### config.mk
export PLATFORM = sky130hd
export DESIGN_NAME = deparser
export DESIGN_NICKNAME = d
export VERILOG_FILES = /design/src/rtl/deparser.sv
export SDC_FILE = /design/constraint.sdc
export NUM_CORES = 1
export LEC_CHECK = 0
export CAP_MARGIN = 10
export CORE_MARGIN = 2
export CORE_UTILIZATION = 31
export DETAILED_ROUTE_END_ITERATION = 7
export HOLD_SLACK_MARGIN = 0.1
export PLACE_DENSITY_LB_ADDON = 0.25
export SLEW_MARGIN = 25
export SYNTH_ARGS = -nofsm -noshare
export SYNTH_HDL_FRONTEND = slang
export SYNTH_SLANG_ARGS = --single-unit
### constraint.sdc
create_clock -name clk -period 7.31 [get_ports clk]
set_input_delay 1.462 -clock clk [delete_from_list [all_inputs] [get_ports clk]]
set_output_delay 1.462 -clock clk [all_outputs]
set_load 0.01 [all_outputs]
### src/rtl/deparser.sv
// ---------------------------------------------------------------------------
// deparser
//
// Reads a stored packet back out of packet memory one 32-bit word at a time
// and emits it as a stream of output beats. Each beat takes two cycles:
// a LOAD cycle that presents the read address, and a SEND cycle that holds
// the beat until the sink accepts it.
//
// Optional feature (compile-time macro DP_STRIP_L2_EN):
//   defined   - emission starts at the hdr1 offset, dropping the Ethernet
//               header, unless hdr1 is NO_HEADER (then it starts at 0).
//   undefined - emission always starts at offset 0 (whole packet).
//
// Ports:
//   clk            rising-edge clock
//   rst            synchronous active-high reset
//   start_i        level request to emit one packet
//   pkt_len_i      packet length in bytes, sampled at start
//   parsed_hdrs_i  header offsets {hdr0, hdr1}, hdr0 in the upper word
//   mem_ce_o       packet-memory read enable
//   mem_we_o       packet-memory write enable (always 0)
//   mem_addr_o     byte address of the word being read
//   mem_width_o    number of valid bytes in the word being read (0..4)
//   mem_data_o     packet-memory write data (always 0)
//   mem_data_i     read data, byte at mem_addr_o in [31:24]
//   tx_valid_o     output beat valid
//   tx_data_o      output beat data, unused trailing bytes zeroed
//   tx_keep_o      byte enables, bit 3 = byte [31:24]
//   tx_last_o      final beat of the packet
//   tx_ready_i     sink accepts the current beat
//   ready_o        packet fully emitted
// ---------------------------------------------------------------------------

`ifndef ADDR_BUS
`define ADDR_BUS 16
`endif
`ifndef DATA_BUS
`define DATA_BUS 32
`endif
`ifndef WORD_WIDTH
`define WORD_WIDTH 16
`endif
`ifndef NUM_HEADERS
`define NUM_HEADERS 2
`endif
`ifndef NO_HEADER
`define NO_HEADER 16'hFFFF
`endif

module deparser (
    input  logic                                  clk,
    input  logic                                  rst,
    input  logic                                  start_i,
    input  logic [`ADDR_BUS-1:0]                  pkt_len_i,
    input  logic [`WORD_WIDTH*`NUM_HEADERS-1:0]   parsed_hdrs_i,
    output logic                                  mem_ce_o,
    output logic                                  mem_we_o,
    output logic [`ADDR_BUS-1:0]                  mem_addr_o,
    output logic [3:0]                            mem_width_o,
    output logic [`DATA_BUS-1:0]                  mem_data_o,
    input  logic [`DATA_BUS-1:0]                  mem_data_i,
    output logic                                  tx_valid_o,
    output logic [`DATA_BUS-1:0]                  tx_data_o,
    output logic [3:0]                            tx_keep_o,
    output logic                                  tx_last_o,
    input  logic                                  tx_ready_i,
    output logic                                  ready_o
);

    typedef enum logic [1:0] {
        FREE = 2'd0,
        LOAD = 2'd1,
        SEND = 2'd2,
        DONE = 2'd3
    } state_t;

    state_t state_q;
    state_t state_d;

    // Bytes of the packet still to be emitted, counted from the current word.
    logic [`ADDR_BUS-1:0] rem_q;

    // Start offset S. The packet's first read address is S, so mem_addr_o
    // is the register that carries S forward once a packet is accepted.
    logic [`ADDR_BUS-1:0] start_off;

`ifdef DP_STRIP_L2_EN
    logic [`WORD_WIDTH-1:0] hdr1;
    logic                   unused_hdr0;

    assign hdr1        = parsed_hdrs_i[`WORD_WIDTH-1:0];
    assign start_off   = (hdr1 != `NO_HEADER) ? `ADDR_BUS'(hdr1) : '0;
    assign unused_hdr0 = &{1'b0, parsed_hdrs_i[`WORD_WIDTH*`NUM_HEADERS-1:`WORD_WIDTH]};
`else
    logic unused_hdrs;

    assign start_off   = '0;
    assign unused_hdrs = &{1'b0, parsed_hdrs_i};
`endif

    // The read port is never used to write.
    assign mem_we_o   = 1'b0;
    assign mem_data_o = '0;

    // Width of a word read: four bytes, or whatever is left at the tail.
    function automatic logic [3:0] clamp4(input logic [`ADDR_BUS-1:0] n);
        return (n >= `ADDR_BUS'(4)) ? 4'd4 : n[3:0];
    endfunction

    // Byte-enable pattern for a given width, filled from the top byte down.
    function automatic logic [3:0] keep_of(input logic [3:0] w);
        case (w)
            4'd0:    return 4'b0000;
            4'd1:    return 4'b1000;
            4'd2:    return 4'b1100;
            4'd3:    return 4'b1110;
            default: return 4'b1111;
        endcase
    endfunction

    // A start with nothing to send (length 0 or offset past the end)
    // bypasses memory entirely. S >= pkt_len also covers pkt_len == 0.
    logic start_skip;
    logic accept;
    logic [`ADDR_BUS-1:0] rem_after;
    logic [3:0]           load_keep;
    logic [`DATA_BUS-1:0] load_data;

    assign start_skip = (start_off >= pkt_len_i);
    assign accept     = tx_valid_o && tx_ready_i;
    assign rem_after  = rem_q - `ADDR_BUS'(mem_width_o);
    assign load_keep  = keep_of(mem_width_o);
    assign load_data  = mem_data_i & {{8{load_keep[3]}}, {8{load_keep[2]}},
                                      {8{load_keep[1]}}, {8{load_keep[0]}}};

    // State register.
    always_ff @(posedge clk) begin
        if (rst) begin
            state_q <= FREE;
        end else begin
            state_q <= state_d;
        end
    end

    // Next-state logic. DONE waits for start_i to drop so a held request
    // cannot retrigger the same packet.
    always_comb begin
        state_d = state_q;
        case (state_q)
            FREE: if (start_i) state_d = start_skip ? DONE : LOAD;
            LOAD: state_d = SEND;
            SEND: if (accept) state_d = (rem_after == '0) ? DONE : LOAD;
            DONE: if (!start_i) state_d = FREE;
            default: state_d = FREE;
        endcase
    end

    // Datapath. All outputs are registered; the memory read issued in
    // LOAD returns in the same cycle and is captured into the beat, which
    // then sits in SEND until the sink takes it.
    always_ff @(posedge clk) begin
        if (rst) begin
            rem_q       <= '0;
            mem_ce_o    <= 1'b0;
            mem_addr_o  <= '0;
            mem_width_o <= 4'd0;
            tx_valid_o  <= 1'b0;
            tx_data_o   <= '0;
            tx_keep_o   <= 4'd0;
            tx_last_o   <= 1'b0;
            ready_o     <= 1'b0;
        end else begin
            case (state_q)
                FREE: begin
                    if (start_i) begin
                        if (start_skip) begin
                            rem_q    <= '0;
                            mem_ce_o <= 1'b0;
                            ready_o  <= 1'b1;
                        end else begin
                            rem_q       <= pkt_len_i - start_off;
                            mem_ce_o    <= 1'b1;
                            mem_addr_o  <= start_off;
                            mem_width_o <= clamp4(pkt_len_i - start_off);
                            ready_o     <= 1'b0;
                        end
                    end
                end
                LOAD: begin
                    tx_data_o  <= load_data;
                    tx_keep_o  <= load_keep;
                    tx_last_o  <= (rem_q <= `ADDR_BUS'(4));
                    tx_valid_o <= 1'b1;
                end
                SEND: begin
                    if (accept) begin
                        tx_valid_o <= 1'b0;
                        tx_last_o  <= 1'b0;
                        rem_q      <= rem_after;
                        if (rem_after == '0) begin
                            mem_ce_o <= 1'b0;
                            ready_o  <= 1'b1;
                        end else begin
                            mem_addr_o  <= mem_addr_o + `ADDR_BUS'(4);
                            mem_width_o <= clamp4(rem_after);
                        end
                    end
                end
                default: begin
                end
            endcase
        end
    end

endmodule
* After elaboration in Yosys (flattened, before gate mapping)
Index checks and enable logic that the tools add are counted.
** Storage, ports and cells
- Bits in registers :: 78
- Bits of input ports :: 84
- Word-level logic and storage cells :: 76
** Operators by class
- Add/subtract/negate cells :: 2
- $lt $le $gt $ge :: 4
- Equality and inequality tests :: 12
- Mux-type cells :: 36
- Bitwise operators :: 1
- Reductions and logical operators :: 11
** Operators with widths (count)
- 2-to-1 mux 16 bit :: 7
- one-hot mux 16 bit (2 select lines) :: 2
- bitwise AND 32 bit :: 1
- >= comparator 16 x 3 -> 1 bit, second input constant :: 2
- 2-to-1 mux 4 bit :: 6
- adder 16 x 3 -> 16 bit, second input constant :: 1
- >= comparator 1 x 16 -> 1 bit, first input constant :: 1
- less-or-equal comparator 16 x 3 -> 1 bit, second input constant :: 1
- logical NOT 16 bit :: 1
- one-hot mux 4 bit (4 select lines) :: 1
- subtractor 16 x 4 -> 16 bit :: 1
- != test 2 bit, second input constant :: 6
- 2-to-1 mux 2 bit :: 5
- 2-to-1 mux 1 bit :: 9
- equality test 4 x 2 -> 1 bit, second input constant :: 2
- one-hot mux 1 bit (2 select lines) :: 4
- one-hot mux 2 bit (4 select lines) :: 1
- one-hot mux 4 bit (2 select lines) :: 1
- AND reduction 3 bit :: 2
- AND reduction 5 bit :: 1
- equality test 2 bit, second input constant :: 2
- equality test 4 x 1 -> 1 bit, second input constant :: 1
- logical NOT 4 bit :: 1
- AND reduction 4 bit :: 1
- other kinds (5) :: 6

* Logic depth before layout (Yosys ltp)
Gate-level depths: netlist (run 1).
- Depth after elaboration :: 6
- Depth in mapped cells :: 12

* Worst setup path before layout (run 1)
Ideal clock, no wire load.
- Path kind :: input to register
- From :: input pkt_len_i[10]
- To :: register mem_width_o[1]
- Data arrival time :: 3.283 ns
- Required time :: 7.194 ns
- Slack :: 3.911 ns
- Stages :: 8
- Buffers on the path :: 2
- Path through :: nor4_1 > nand4_1 > o311ai_0 > a21o_1 > clkbuf_1 > buf_2 > o21ai_1 > o211a_1
** Between the ends
- Cells in the longest elaborated chain, start to end :: 5
- Elaborated cells on any way between the ends :: 8
** RTL lines
- start: declaration :: line 54 : input logic [`ADDR_BUS-1:0] pkt_len_i,
- >= comparator 16 x 3 -> 1 bit :: line 107 : return (n >= `ADDR_BUS'(4)) ? 4'd4 : n[3:0];
- 2-to-1 mux 4 bit :: line 107
- 2-to-1 mux 4 bit :: line 176 : if (start_skip) begin
- 2-to-1 mux 4 bit :: line 175 : if (start_i) begin
- one-hot mux 4 bit (2 select lines) :: line 173 : case (state_q)
- end signal: assignment :: line 184 : mem_width_o <= clamp4(pkt_len_i - start_off);
- end signal: assignment :: line 205 : mem_width_o <= clamp4(rem_after);
- end: declaration :: line 59 : output logic [3:0] mem_width_o,
Several ways; a longest one is shown, not always the timed one. The select of a mux whose other input is x is not followed.
A chain may end at the register's enable or synchronous reset.

* Worst setup path in the final report (run 1)
- From :: input pkt_len_i[15]
- To :: register mem_width_o[0]
Same word-level chain as after synthesis.

==> flow_summary.yaml, run 1 <==
status:
  status: "finished, final reports clean"
clock_tree:
  clock_sinks: 76
  cts_root_buffer: "clkbuf_16"
  cts-hold-fix-buffers: 0
  htreeDepth: 3
  cts_tree: "built"
  clk_pin_slew_ns: 0.06
  clock_path_buffers: 2
  clk_latency_ns: 0.34
  cts_buffers: 9
  cts_setup_buffers: 0
  post_cts_resized: 0
sta:
  max-slew-margin-rel_pct: 34.8
  final.min_clock_period_ns: 4.01
  finalSetupTns_ns: 0
  skew_ns: 0.00587
  worstMarginPinSlew_ns: 0.974
  grt_setup_unrepaired: "false"
  final.period_utilization_pct: 54.9
  setup_viol: 0
  drv_slew: 0
  hold_viol_final: 0
  max_clock_freq_ghz: 0.249
grt:
  first_global_vias: 3520
  antenna_found_initial: 0
  grt_pass1_wl_mm: 17.3
  track_usage_pct: 16.2
  grt_max_degree: 60
  overflow: 0
cells_and_area:
  area_growth_pct: 34.7
  layout_commonest_cell: "clkdlybuf4s50_1"
  final_area_um2: 5260
  final.fill_count: 1252
  drive_gt1_share_pct: 6.76
  final_cell_mix: "clkdlybuf4s50_1 (108), dfxtp_1 (76), nor2_1 (74)"
  nNetsFinal: 663
  diodes: 0
logic_synthesis:
  synth-seq-cells: 76
  synth_edf_count: 0
  netlist_instances: 474
  synth.avg_cell_area_um2: 8.25
  yosysSeqAreaShare_pct: 38.9
  syn_area_um2: 3910
  ys.warnings.count: 0
  synthFlopType: "dfxtp_1"
  ys_types: 60
  async_flop_share_pct: 0
worst_setup_path:
  cp-end-kind: "flop"
  worstPathRequired_ns: 7.56
  worstSetupPathType: "in -> reg"
  cp_max_fo: 23
  r2r_end: "mem_width_o[2]"
  cp-start-kind: "input port"
  r2r_cells: 10
  arrival_ns: 4.26
  rr_startpoint: "mem_width_o[3]"
  rrSetupSlack_ns: 4.13
power_and_ir_drop:
  combPwrFrac_pct: 21.6
  p_leak_nw: 1.91
  p_sw_share_pct: 30.0
  intPower_mw: 0.773
  power_switching_mw: 0.331
  vdd_ir_drop_max_mv: 0.0863
  power_density_nw_per_um2: 210
  seqPwrFrac_pct: 41.1
  clock_power_share_pct: 37.3
placement:
  placedInstanceArea_um2: 4990
  portBuffers: 109
  hpwl_mm: 7.58
  place_congestion: 0.850
drt:
  post_drt_wl_per_cell_um: 14.6
  drc: 0
  drt_wl_total_mm: 10.9
  first_pass_iters: 5
  postRouteAntennaNets: 0
  vias_per_cell: 5.01
  drtIter0Drc: 175
  num_vias: 3749
floorplan:
  die_w_um: 116
  die_y_um: 116
  start_util_pct: 31.4
  dieArea_um2: 13500
  rows: 41
  coreArea_um2: 12500
  io_pins: 177
worst_hold_path:
  hold_start: "ready_o"
  hold_depth: 2
  worstHoldEndpoint: "ready_o"
  hold_class: "reg -> reg"
flow_run:
  maxCapViolations: 0
flip-flops by register name, summed over array words and instances (netlist names):
signal       flops
mem_ce_o         1
ready_o          1
state_q          2
tx_data_o       32
mem_width_o      4
mem_addr_o      14
tx_keep_o        4
rem_q           16
tx_valid_o       1
tx_last_o        1
Yosys cell counts (all sizes together), types with 9 or more instances:
| cell | number | area share, % |
|---|---|---|
| o31ai | 10 | 2.3 |
| nor3 | 13 | 1.7 |
| o21ai | 18 | 2.4 |
| inv | 10 | 0.96 |
| nor2 | 74 | 7.1 |
| a22oi | 36 | 6.9 |
| clkbuf | 19 | 1.8 |
| dfxtp | 76 | 39 |
| nand2 | 31 | 3.0 |
| or4 | 12 | 2.3 |
| or3 | 9 | 1.6 |
| a21oi | 32 | 4.5 |
| buf | 42 | 8.1 |
final cells by class:
class / count / area [um2] / share of cell area, %
clock buffer: 11 / 243 / 4.61
sequential: 76 / 1520 / 28.9
multi-input combinational: 361 / 2090 / 39.7
tap: 172 / 215 / 4.09
clock inverter: 4 / 26.3 / 0.499
inverter: 10 / 37.5 / 0.713
timing repair buffer: 115 / 1130 / 21.5
worst max path at each step:
| stage | from | endpoint | slack (ns) | cells after the start |
|---|---|---|---|---|
| 5_1_grt | pkt_len_i[15] | mem_width_o[0] | 3.13 | 7 |
| 2_1_floorplan | pkt_len_i[10] | mem_width_o[1] | 3.91 | 8 |
| 6_report | pkt_len_i[15] | mem_width_o[0] | 3.30 | 7 |
| 3_5_place_dp | pkt_len_i[15] | mem_width_o[0] | 2.97 | 7 |
| 3_3_place_gp | pkt_len_i[15] | mem_width_o[0] | 3.03 | 7 |
| 4_1_cts | pkt_len_i[15] | mem_width_o[0] | 3.29 | 7 |
per-stage QoR:
stage / setup WS, ns / cells / util (%) / total power, mW / hold slack, ns
finish: 3.30 / 749 / 42.2 / 1.10 / 0.473
global route: 3.13 / 749 / 42.2 / 1.16 / 0.514
CTS: 3.29 / 749 / 42.2 / 1.11 / 0.479
detailed placement: 2.97 / 734 / 40.1 / 0.699 / 0.469
global placement: 3.03 / 734 / 40.1 / 0.695 / 0.461
floorplan: 3.91 / 508 / - / 0.623 / 0.442
power groups by stage:
stage,Combinational (mW),Sequential (mW),Clock (mW)
detailed placement,0.236,0.463,0
finish,0.238,0.454,0.412
global route,0.264,0.457,0.437
global placement,0.233,0.462,0
floorplan,0.162,0.461,0
CTS,0.238,0.454,0.422
metal layers:
| layer | global-route usage (%) | routed length [um] | vias up |
|---|---|---|---|
| met2 | 26.0 | 4950 | 146 |
| met1 | 19.9 | 4820 | 1737 |
| li1 | - | - | 1847 |
| met5 | 0 | 0 | - |
| met4 | 7.38 | 251 | 0 |
| met3 | 4.88 | 907 | 19 |
cell families after synthesis:
| family | share of synthesized area, % |
|---|---|
| compound gates | 23.9 |
| xor+xnor | 1.34 |
| fa+ha+maj | 2.11 |
| simple gates | 22.5 |
| other cells | 0.0959 |
| buf+inv | 10.9 |
| flops | 38.9 |
| mux | 0.256 |
worst max-delay path: stages:
cell and delay (ns):
clkdlybuf4s50_1 0.45, nor4_1 0.32, nand4_1 0.26, o311ai_0 0.68, a21o_1 0.69, nor3_1 0.16, a211oi_2 0.22
Note: power is estimated with default switching activity, not from simulation.
==> run 2: changes to the inputs <==
==> constraint.sdc (replaced) <==
create_clock -name clk -period 4.1 [get_ports clk]
set_input_delay 0.82 -clock clk [delete_from_list [all_inputs] [get_ports clk]]
set_output_delay 0.82 -clock clk [all_outputs]
set_load 0.01 [all_outputs]
==> flow_summary.yaml, run 2 (same netlist as run 1, synthesis figures left out) <==
placement:
  place_congestion: 0.842
  hpwl_mm: 7.53
  portBuffers: 109
  place_ws_ns: 0.608
floorplan:
  die_y_um: 116
  io_pins: 177
  die_w_um: 116
  dieArea_um2: 13500
  coreArea_um2: 12500
  start_util_pct: 31.4
  rows: 41
clock_tree:
  post_cts_resized: 0
  htreeDepth: 3
  cts-hold-fix-buffers: 0
  clock_sinks: 76
  cts_buffers: 9
  cts_tree: "built"
  clk_pin_slew_ns: 0.06
  cts_setup_buffers: 0
  cts_root_buffer: "clkbuf_16"
  clock_path_buffers: 2
  clk_latency_ns: 0.34
worst_hold_path:
  hold_class: "reg -> reg"
  hold_start: "ready_o"
  hold_depth: 2
  worstHoldEndpoint: "ready_o"
worst_setup_path:
  worstPathRequired_ns: 4.30
  crit_chain: "inv_1, ha_1, or3_4, or3_1, or2_1, a2111o_1, nor4_4, buf_4, or2b_2, o41ai_1"
  cpLargestDelayFamily: "simple AND/OR/NAND/NOR gates"
  cp-end-kind: "flop"
  max_stage_delay_ns: 0.54
  r2r_cells: 10
  cp_max_fo: 31
  crit_slowest_cell: "a2111o_1"
  worstSetupPathType: "reg -> reg"
  cp-start-kind: "flop"
  r2r_end: "mem_width_o[2]"
  critPathBufInv: 2
  rr_startpoint: "mem_width_o[3]"
  arrival_ns: 3.38
  rrSetupSlack_ns: 0.92
power_and_ir_drop:
  p_leak_nw: 1.94
  finalPower_mw: 2.08
  vdd_ir_drop_max_mv: 0.199
  power_density_nw_per_um2: 391
cells_and_area:
  layout_commonest_cell: "clkdlybuf4s50_1"
  top_regs: "tx_data_o x32, rem_q x16, mem_addr_o x14"
  final.fill_count: 1247
  diodes: 0
  nNetsFinal: 664
  area_growth_pct: 36.2
  top_register: "tx_data_o"
  final_cell_mix: "clkdlybuf4s50_1 (108), dfxtp_1 (76), nor2_1 (74)"
  drive_gt1_share_pct: 7.25
  largest_register_ff_count: 32
sta:
  max_clock_freq_ghz: 0.314
  grt_setup_unrepaired: "false"
  hold_viol_final: 0
  worstMarginPinSlew_ns: 0.932
  skew_ns: 0.00508
  final.period_utilization_pct: 77.6
  final.min_clock_period_ns: 3.18
  max-slew-margin-rel_pct: 37.8
  setup_viol: 0
  finalSetupTns_ns: 0
  setup_slack_ns: 0.920
  drv_slew: 0
  timing.hold.ws_ns: 0.470
grt:
  grt_max_degree: 59
  grt_pass1_wl_mm: 17.2
  overflow: 0
  antenna_found_initial: 0
  first_global_vias: 3415
  track_usage_pct: 16.3
drt:
  drt_wl_total_mm: 10.7
  drtIter0Drc: 155
  num_vias: 3738
  vias_per_cell: 4.98
  drc: 0
  postRouteAntennaNets: 0
  post_drt_wl_per_cell_um: 14.2
  first_pass_iters: 4
flow_run:
  maxCapViolations: 0
status:
  status: "finished, final reports clean"
## run 2: changes by cell type in the layout (fill, tap and decap cells not counted)
cell,before,now
buf_4,6,7
bufinv_16,0,1
clkbuf_1,1,0
clkbuf_8,1,4
clkinv_2,2,1
clkinv_4,1,0
## run 2: layer usage
layer / part of all wire (%) / vias up / GRT usage [%]
met5: 0 / - / 0
met1: 45 / 1728 / 21.1
met4: 1.6 / 0 / 6.19
met3: 8.6 / 14 / 5.45
met2: 45 / 136 / 25.1
li1: - / 1860 / -
## run 2: how the worst max path moves through the flow
stage	from	end	slack, ns	depth (start not counted)
after detailed placement	pkt_len_i[15]	mem_addr_o[6]	0.61	8
after global placement	pkt_len_i[15]	mem_addr_o[8]	0.64	8
final	mem_width_o[3]	mem_width_o[2]	0.92	10
after floorplan	mem_width_o[3]	mem_width_o[1]	1.20	11
after CTS	mem_width_o[3]	mem_width_o[2]	0.94	10
after global routing	mem_width_o[3]	mem_width_o[2]	0.79	10
## run 2: final cells by class
cell class	count	area, um2	area share [%]
multi-input cells	361	2090	39.2
inverters	10	37.5	0.705
repair buffers	116	1140	21.4
well taps	172	215	4.04
clock inverters	3	42.5	0.799
clock buffers	13	280	5.26
flip-flops and latches	76	1520	28.6
## run 2: worst register-to-register path, stage by stage, from the launching register on
cell and delay (ns):
dfxtp_1 0.38, inv_1 0.06, ha_1 0.25, or3_4 0.37
or3_1 0.33, or2_1 0.25, a2111o_1 0.54, nor4_4 0.23
buf_4 0.33, or2b_2 0.22, o41ai_1 0.09
## run 2: power breakdown
group          leakage (nW)  internal [mW]  switching [mW]
Combinational          1.16          0.184           0.240
Sequential            0.618          0.774          0.0357
Clock                 0.158          0.537           0.311
Total                  1.94           1.49           0.586
## run 2: per-stage QoR
stage	instances	utilization, %	instance area (um2)
floorplan	508	-	4040
global placement	735	40.1	5000
detailed placement	735	40.1	5000
CTS	751	42.7	5330
global route	751	42.7	5330
finish	751	42.7	5330
==> run 3: changes to the inputs <==
==> constraint.sdc (replaced) <==
create_clock -name clk -period 2.7 [get_ports clk]
set_input_delay 0.54 -clock clk [delete_from_list [all_inputs] [get_ports clk]]
set_output_delay 0.54 -clock clk [all_outputs]
set_load 0.01 [all_outputs]
==> flow_summary.yaml, run 3 (same netlist as run 1, synthesis figures left out) <==
power_and_ir_drop:
  vdd_ir_drop_max_mv: 0.284
  finalPower_mw: 3.26
  power_density_nw_per_um2: 550
  p_leak_nw: 2.26
floorplan:
  io_pins: 177
  rows: 41
  dieArea_um2: 13500
  start_util_pct: 31.4
  coreArea_um2: 12500
  die_w_um: 116
  die_y_um: 116
drt:
  post_drt_wl_per_cell_um: 14.3
  vias_per_cell: 4.92
  num_vias: 3957
  drtIter0Drc: 191
  postRouteAntennaNets: 0
  first_pass_iters: 4
  drc: 0
  drt_wl_total_mm: 11.5
grt:
  busiest_layer: "met2"
  track_usage_pct: 17.1
  use_met1_pct: 22.4
  grt.met3_usage_pct: 4.41
  grt_max_degree: 59
  antenna_found_initial: 0
  overflow: 0
  grtUsageMet2_pct: 26.9
  grt_pass1_wl_mm: 18.3
  first_global_vias: 3676
worst_setup_path:
  rrSetupSlack_ns: -0.09
  arrival_ns: 2.98
  rr_startpoint: "mem_width_o[3]"
  r2r_cells: 9
  worstPathRequired_ns: 2.89
  worstSetupPathType: "reg -> reg"
  cp-start-kind: "flop"
  cp-end-kind: "flop"
  r2r_end: "mem_ce_o"
  cp_max_fo: 3
clock_tree:
  clock_sinks: 76
  clk_latency_ns: 0.34
  cts_tree: "built"
  cts-hold-fix-buffers: 0
  htreeDepth: 3
  clock_path_buffers: 2
  clk_pin_slew_ns: 0.06
  cts_buffers: 9
  cts_root_buffer: "clkbuf_16"
sta:
  drv_slew: 0
  final.min_clock_period_ns: 2.79
  skew_ns: 0.00699
  max-slew-margin-rel_pct: 40.9
  worstMarginPinSlew_ns: 0.883
  setup_slack_ns: -0.0921
  setup_viol: 18
  timing.hold.ws_ns: 0.477
  final.period_utilization_pct: 103
  max_clock_freq_ghz: 0.358
  hold_viol_final: 0
  grt_setup_unrepaired: "true"
placement:
  place_ws_ns: -0.173
  place_inst: 780
  portBuffers: 109
  place_congestion: 0.811
  hpwl_mm: 8.01
worst_hold_path:
  worstHoldEndpoint: "ready_o"
  hold_class: "reg -> reg"
  hold_start: "ready_o"
  hold_depth: 2
cells_and_area:
  final_core_util_pct: 47.6
  drive_gt1_share_pct: 19.1
  final_cell_mix: "clkdlybuf4s50_1 (108), dfxtp_1 (75), nor2_1 (74)"
  diodes: 0
  layout_commonest_cell: "clkdlybuf4s50_1"
  top_register: "tx_data_o"
  top_regs: "tx_data_o x32, rem_q x16, mem_addr_o x14"
  largest_register_ff_count: 32
  area_growth_pct: 51.7
  layoutNonFillerInstCount: 804
  nNetsFinal: 717
status:
  violations: "negative setup slack"
  status: "finished with violations"
flow_run:
  maxCapViolations: 0
==> run 3: cell types whose count changed in the layout (fill, tap and decap cells not counted), moves of 3 or more <==
cell / before / now
buf_6: 0 / 3
buf_4: 7 / 53
or4_1: 12 / 5
clkbuf_8: 4 / 1
or4_4: 0 / 7
==> run 3: critical path, stage by stage, from the launching register on <==
cell,delay [ns]
dfxtp_4,0.34
inv_2,0.04
ha_4,0.15
or3_4,0.35
or3_4,0.33
or2_1,0.23
a2111o_1,0.46
or4_4,0.48
o2111ai_2,0.17
o21ai_1,0.09
==> run 3: layer usage <==
layer,up-vias,share of wire [%]
li1,1956,-
met1,1857,44
met2,134,47
met3,10,7.8
met4,0,1.1
met5,-,0
==> run 3: worst max-delay path by stage <==
| stage | start | endpoint | cells past startpoint |
|---|---|---|---|
| 2_1_floorplan | mem_width_o[0] | mem_width_o[1] | 11 |
| 3_3_place_gp | pkt_len_i[15] | mem_addr_o[15] | 8 |
| 3_5_place_dp | pkt_len_i[15] | mem_addr_o[8] | 7 |
| 4_1_cts | mem_width_o[3] | mem_ce_o | 9 |
| 5_1_grt | mem_width_o[3] | mem_ce_o | 9 |
| 6_report | mem_width_o[3] | mem_ce_o | 9 |
==> run 3: power breakdown <==
| part | internal [mW] | total [mW] | switching, mW | leakage, nW |
|---|---|---|---|---|
| clock network | 0.707 | 1.19 | 0.487 | 0.144 |
| registers | 1.17 | 1.23 | 0.0510 | 0.619 |
| logic | 0.418 | 0.843 | 0.425 | 1.50 |
==> run 3: metrics by stage <==
step / setup TNS [ns] / cell area, um2
global route: -1.67 / 5930
CTS: -0.467 / 5830
detailed placement: -1.56 / 5390
floorplan: 0 / 4060
global placement: -1.37 / 5390
finish: -0.717 / 5930
==> run 3: final cells by class <==
type / count / area, um2
tap: 172 / 215
timing repair buffer: 169 / 1610
clock buffer: 12 / 268
sequential: 76 / 1530
multi-input combinational: 361 / 2250
fill: 1171 / 6540
clock inverter: 4 / 30.0
inverter: 10 / 37.5
==> run 3: repair_timing <==
item | 4_1_cts | 5_1_grt
cloned | 3 | 0
gates resized for setup | 12 | 24
pin swaps | 5 | 9
setup endpoints to repair | 20 | 21
buffers inserted | 4 | 4
